[src/rtl/cache_refill_ctrl_pkg.sv]
// Shared cache geometry and refill FSM encoding.
// Refill engine and its sub-blocks import this so address slicing stays consistent.
package cache_refill_ctrl_pkg;
  localparam int ADDR_W     = 32;
  localparam int DATA_W     = 32;
  localparam int WORDS_LINE = 4;
  localparam int SETS       = 8;
  localparam int WAYS       = 4;

  localparam int OFF_W  = $clog2(WORDS_LINE * DATA_W / 8);
  localparam int IDX_W  = $clog2(SETS);
  localparam int WAY_W  = $clog2(WAYS);
  localparam int WORD_W = $clog2(WORDS_LINE);
  localparam int TAG_W  = ADDR_W - IDX_W - OFF_W;

  localparam logic [2:0] S_IDLE   = 3'd0;
  localparam logic [2:0] S_REQ    = 3'd1;
  localparam logic [2:0] S_FILL   = 3'd2;
  localparam logic [2:0] S_UPDATE = 3'd3;
  localparam logic [2:0] S_DONE   = 3'd4;
endpackage

[src/rtl/cache_refill_ctrl_beat_ctr.sv]
// Wrapping beat counter for line refills; last flags the final word of the line.
// Counts on en, held at zero by clr, no backpressure of its own.
module refill_beat_ctr #(
  parameter int W = 2
) (
  input  logic         clk,
  input  logic         reset,
  input  logic         clr,
  input  logic         en,
  output logic [W-1:0] cnt,
  output logic         last
);

  always_ff @(posedge clk) begin
    if (reset || clr)
      cnt <= '0;
    else if (en)
      cnt <= cnt + W'(1);
  end

  assign last = &cnt;

endmodule

[src/rtl/cache_refill_ctrl.sv]
// Miss-side refill engine: requests a line, streams beats into the data array, installs the tag.
// Minimum miss-to-done latency 3+WORDS_LINE cycles; waits indefinitely on mem_gnt and mem_rvalid.
module cache_refill_ctrl
  import cache_refill_ctrl_pkg::*;
(
  input  logic              clk,
  input  logic              reset,
  input  logic              miss,
  input  logic [ADDR_W-1:0] miss_addr,
  input  logic [WAY_W-1:0]  victim_way,
  output logic              mem_req,
  output logic [ADDR_W-1:0] mem_addr,
  input  logic              mem_gnt,
  input  logic              mem_rvalid,
  input  logic [DATA_W-1:0] mem_rdata,
  output logic              refill_we,
  output logic [IDX_W-1:0]  refill_set,
  output logic [WAY_W-1:0]  refill_way,
  output logic [WORD_W-1:0] refill_word,
  output logic [DATA_W-1:0] refill_data,
  output logic              tag_we,
  output logic [TAG_W-1:0]  tag_data,
  output logic              stall,
  output logic              refill_done
);

  logic [2:0]        state;
  logic [TAG_W-1:0]  tag_q;
  logic [IDX_W-1:0]  set_q;
  logic [WAY_W-1:0]  way_q;
  logic [WORD_W-1:0] beat_cnt;
  logic              beat_last;
  logic              beat_take;

  // Byte-offset bits never matter: refills are always whole lines.
  logic unused_off;
  assign unused_off = ^miss_addr[OFF_W-1:0];

  assign beat_take = (state == S_FILL) && mem_rvalid;

  refill_beat_ctr #(.W(WORD_W)) u_beat_ctr (
    .clk   (clk),
    .reset (reset),
    .clr   (state == S_IDLE),
    .en    (beat_take),
    .cnt   (beat_cnt),
    .last  (beat_last)
  );

  always_ff @(posedge clk) begin
    if (reset) begin
      state       <= S_IDLE;
      tag_q       <= '0;
      set_q       <= '0;
      way_q       <= '0;
      mem_req     <= 1'b0;
      stall       <= 1'b0;
      refill_we   <= 1'b0;
      refill_word <= '0;
      refill_data <= '0;
      tag_we      <= 1'b0;
      refill_done <= 1'b0;
    end else begin
      refill_we   <= 1'b0;
      tag_we      <= 1'b0;
      refill_done <= 1'b0;
      case (state)
        S_IDLE: begin
          if (miss) begin
            tag_q   <= miss_addr[ADDR_W-1 -: TAG_W];
            set_q   <= miss_addr[OFF_W +: IDX_W];
            way_q   <= victim_way;
            mem_req <= 1'b1;
            stall   <= 1'b1;
            state   <= S_REQ;
          end
        end
        S_REQ: begin
          if (mem_gnt) begin
            mem_req <= 1'b0;
            state   <= S_FILL;
          end
        end
        S_FILL: begin
          if (mem_rvalid) begin
            refill_we   <= 1'b1;
            refill_word <= beat_cnt;
            refill_data <= mem_rdata;
            if (beat_last) begin
              tag_we <= 1'b1;
              state  <= S_UPDATE;
            end
          end
        end
        S_UPDATE: begin
          refill_done <= 1'b1;
          stall       <= 1'b0;
          state       <= S_DONE;
        end
        S_DONE: begin
          state <= S_IDLE;
        end
        default: begin
          mem_req <= 1'b0;
          stall   <= 1'b0;
          state   <= S_IDLE;
        end
      endcase
    end
  end

  // Latched miss fields feed the memory address and the array ports directly.
  assign mem_addr   = {tag_q, set_q, {OFF_W{1'b0}}};
  assign refill_set = set_q;
  assign refill_way = way_q;
  assign tag_data   = tag_q;

endmodule
[config.mk]
export PLATFORM = sky130hd
export DESIGN_NAME = cache_refill_ctrl
export DESIGN_NICKNAME = d
export VERILOG_FILES = /design/src/rtl/cache_refill_ctrl_pkg.sv /design/src/rtl/cache_refill_ctrl_beat_ctr.sv /design/src/rtl/cache_refill_ctrl.sv
export SDC_FILE = /design/constraint.sdc
export NUM_CORES = 1
export LEC_CHECK = 0
export ABC_AREA = 1
export ABC_CLOCK_PERIOD_IN_PS = 1900
export CAP_MARGIN = 40
export CORE_MARGIN = 2
export CORE_UTILIZATION = 41
export DETAILED_ROUTE_END_ITERATION = 10
export PLACE_DENSITY = 0.86
export SYNTH_ARGS = -nofsm -noshare
export SYNTH_HDL_FRONTEND = slang
export SYNTH_SLANG_ARGS = --single-unit
[constraint.sdc]
create_clock -name clk -period 1.9 [get_ports clk]
set_input_delay 0.475 -clock clk [delete_from_list [all_inputs] [get_ports clk]]
set_output_delay 0.475 -clock clk [all_outputs]
set_load 0.005 [all_outputs]
==> impl_metrics.py <==
metrics = {
    "synthesis": {
        "synthDistinctLibCells": 27,
        "syn_area_per_cell_um2": 8.18,
        "yosys.area.top_type_share": 0.495,
        "synth_warnings": 0,
        "synth_cells": 366,
        "synth_area_leader_cell": "dfxtp_1",
        "synth_area_leaders": "dfxtp_1 (49%), a21oi_1 (9.9%), nand2_1 (8.5%), buf_4 (8.3%), o21ai_0 (5.2%)",
        "ys_ff_latch": 74,
        "ys_seq_area_frac": 0.495,
        "syn_area_um2": 2990,
    },
    "power": {
        "seq_power_share": 0.409,
        "clkPwrFrac": 0.225,
        "p_leak_nw": 1.68,
        "max-vdd-ir-drop_mv": 0.564,
        "p_per_area_nw_per_um2": 1080,
        "switchingPower_mw": 1.50,
        "switching_share": 0.300,
        "p_total_mw": 4.99,
        "p_comb_frac": 0.366,
        "p_int_mw": 3.49,
    },
    "hold_path": {
        "hold_path.class": "register to register",
        "hp-start": "refill_way[1]",
    },
    "timing": {
        "finClkSkew_ns": 0.00878,
        "hold_violations": 0,
        "finalSetupViolations": 0,
        "slew_violations": 0,
        "min_period_ns": 1.73,
        "max_freq_mhz": 577,
        "rsz0062_at_grt": "no",
        "holdWs_ns": 0.453,
        "tns_ns": 0,
        "timing.final.crit_share": 0.912,
    },
    "detailed_routing": {
        "vias": 2787,
        "met1_length_um": 2960,
        "wire_per_inst_um": 12.5,
        "wl_met2_um": 3620,
        "top_layer": "met4",
        "drc": 0,
        "wl_met3_um": 845,
        "wirelength_um": 7530,
        "dr.first_iter.drc_count": 123,
        "post_drt_via_cell_ratio": 4.65,
        "ant_nets": 0,
        "drt_first_pass_iters": 4,
    },
    "setup_path": {
        "crit_chain": "clkdlybuf4s50_1",
        "reg2reg_slack_ns": 0.38,
        "critPathCapture": "refill_data[6]",
        "cp_slowest_cell": "clkdlybuf4s50_1",
        "arrival_ns": 1.26,
        "rr_startpoint": "state[2]",
        "r2r_cells": 7,
        "critPathBufInv": 1,
        "critPathLaunchType": "register",
        "crit_path_max_fanout": 2,
        "cp.depth": 1,
        "crit_required_ns": 1.42,
        "r2r_end": "refill_data[0]",
        "critical_path.endpoint_type": "output port",
        "critPathKind": "register to output port",
        "slowest_delay_ns": 0.55,
        "setup.worst_path.start": "refill_data[6]",
        "cpLargestDelayFamily": "buffers and inverters",
    },
    "layout": {
        "seqCellArea_um2": 1480,
        "multi_input_area_um2": 1020,
        "synthToLayoutAreaGrowth_pct": 54.2,
        "drive_gt1_frac": 0.0918,
        "num_antenna_cells": 0,
        "nNetsFinal": 568,
        "utilization": 0.643,
        "fillers": 587,
    },
    "placed_design": {
        "port_buffers": 163,
        "hpwlAfterDp_um": 5730,
        "place_congestion": 0.722,
    },
    "status": {
        "status": "complete, no violations",
    },
    "floorplan": {
        "die-area_um2": 8000,
        "die_width_um": 89.5,
        "start_util": 0.417,
        "die_h_um": 89.5,
        "core_area_um2": 7180,
        "ioPinCount": 172,
        "num_rows": 31,
    },
    "global_route": {
        "antenna_found_initial": 0,
        "grt_max_degree": 42,
        "grt_pass1_vias": 2626,
        "grt.total_usage": 0.187,
        "grt_pass1_wl_um": 11600,
        "overflow": 0,
    },
    "clock_network": {
        "cts.sinks": 74,
        "holdBufCountCts": 0,
        "cts_setup_buffers": 0,
        "cts_root_buf": "clkbuf_8",
        "clock_path_buffers": 2,
        "tritoncts": "done",
        "insertion_delay_ns": 0.33,
        "cts_resized": 0,
        "cts.reportedPaths.clkPinSlew_ns": 0.07,
        "htreeDepth": 3,
        "numCtsBuffers": 9,
    },
    "flow_run": {
        "cap_violations": 0,
    },
}
==> cell usage after synthesis <==
cell and number:
nand2_1 68, o21ai_0 31, clkbuf_1 12, nand3_1 5
buf_4 33, a21oi_2 10, xor2_1 1, inv_2 2
buf_6 5, buf_2 2, inv_1 35, a31oi_1 1
ha_1 1, conb_1 1, dfxtp_1 74, a21oi_1 59
buf_1 1, clkinv_2 1, nand3b_1 1, nand2_4 1
nand4_1 1, nand3_2 1, nor2_4 2, nor3_1 2
nor3b_1 1, nor2_1 5, nand2_2 10
==> per-stage QoR <==
stage / instances / setup WS [ns] / instance area [um2]
after global routing: 600 / 0.117 / 4620
after floorplan: 369 / 0.624 / 3010
final: 600 / 0.167 / 4620
after global placement: 584 / 0.0838 / 4440
after detailed placement: 584 / 0.0557 / 4440
after CTS: 600 / 0.146 / 4620
==> worst min path at each step <==
stage                         end  slack (ns)  cells past startpoint
global route        refill_way[1]        0.48                      2
floorplan           refill_way[0]        0.44                      2
global placement    refill_way[1]        0.44                      2
CTS                 refill_way[1]        0.45                      2
finish              refill_way[1]        0.45                      2
detailed placement  refill_way[1]        0.44                      2
==> cells in the final DEF (no fill, tap or decap), types with 6 or more instances in the layout <==
cell type and count:
nand2_2 10, a21oi_1 59, o21ai_0 31, a21oi_2 10, buf_4 6, dfxtp_1 74
inv_1 35, nand2_1 68, clkbuf_8 9, clkdlybuf4s50_1 162
==> power groups by stage <==
stage / clock network (mW) / logic [mW] / registers (mW)
2_1_floorplan: 0 / 0.967 / 2.07
3_3_place_gp: 0 / 1.79 / 2.05
3_5_place_dp: 0 / 1.85 / 2.08
4_1_cts: 1.16 / 1.85 / 2.04
5_1_grt: 1.23 / 2.02 / 2.08
6_report: 1.12 / 1.83 / 2.04
==> sequential cells by signal, indices dropped and copies added (netlist names) <==
register and cells:
refill_way 2, stall 1, refill_we 1, refill_word 2, u_beat_ctr.cnt 2, refill_set 3, refill_done 1, tag_we 1
state 3, tag_data 25, refill_data 32, mem_req 1
==> layer usage <==
layer / vias to the layer above / GRT usage
met5: - / 0
met4: 0 / 0.0719
met3: 9 / 0.0803
met2: 126 / 0.323
met1: 1267 / 0.201
li1: 1385 / -
==> cell families after synthesis <==
logic type               after synthesis  synth area share
AO/OA/AOI/OAI                        101             0.182
XOR/XNOR                               1           0.00293
adder cells (fa/ha/maj)                1           0.00418
buffers and inverters                 91             0.169
flip-flops                            74             0.495
other                                  1           0.00125
AND/OR/NAND/NOR                       97             0.146
==> cell type report <==
class / instances / area share
flip-flops and latches: 74 / 0.321
clock inverters: 3 / 0.00867
inverters: 38 / 0.0312
multi-input cells: 204 / 0.220
clock buffers: 13 / 0.0301
well taps: 99 / 0.0268
repair buffers: 169 / 0.362
No activity file was read; power rests on OpenSTA's default activity.
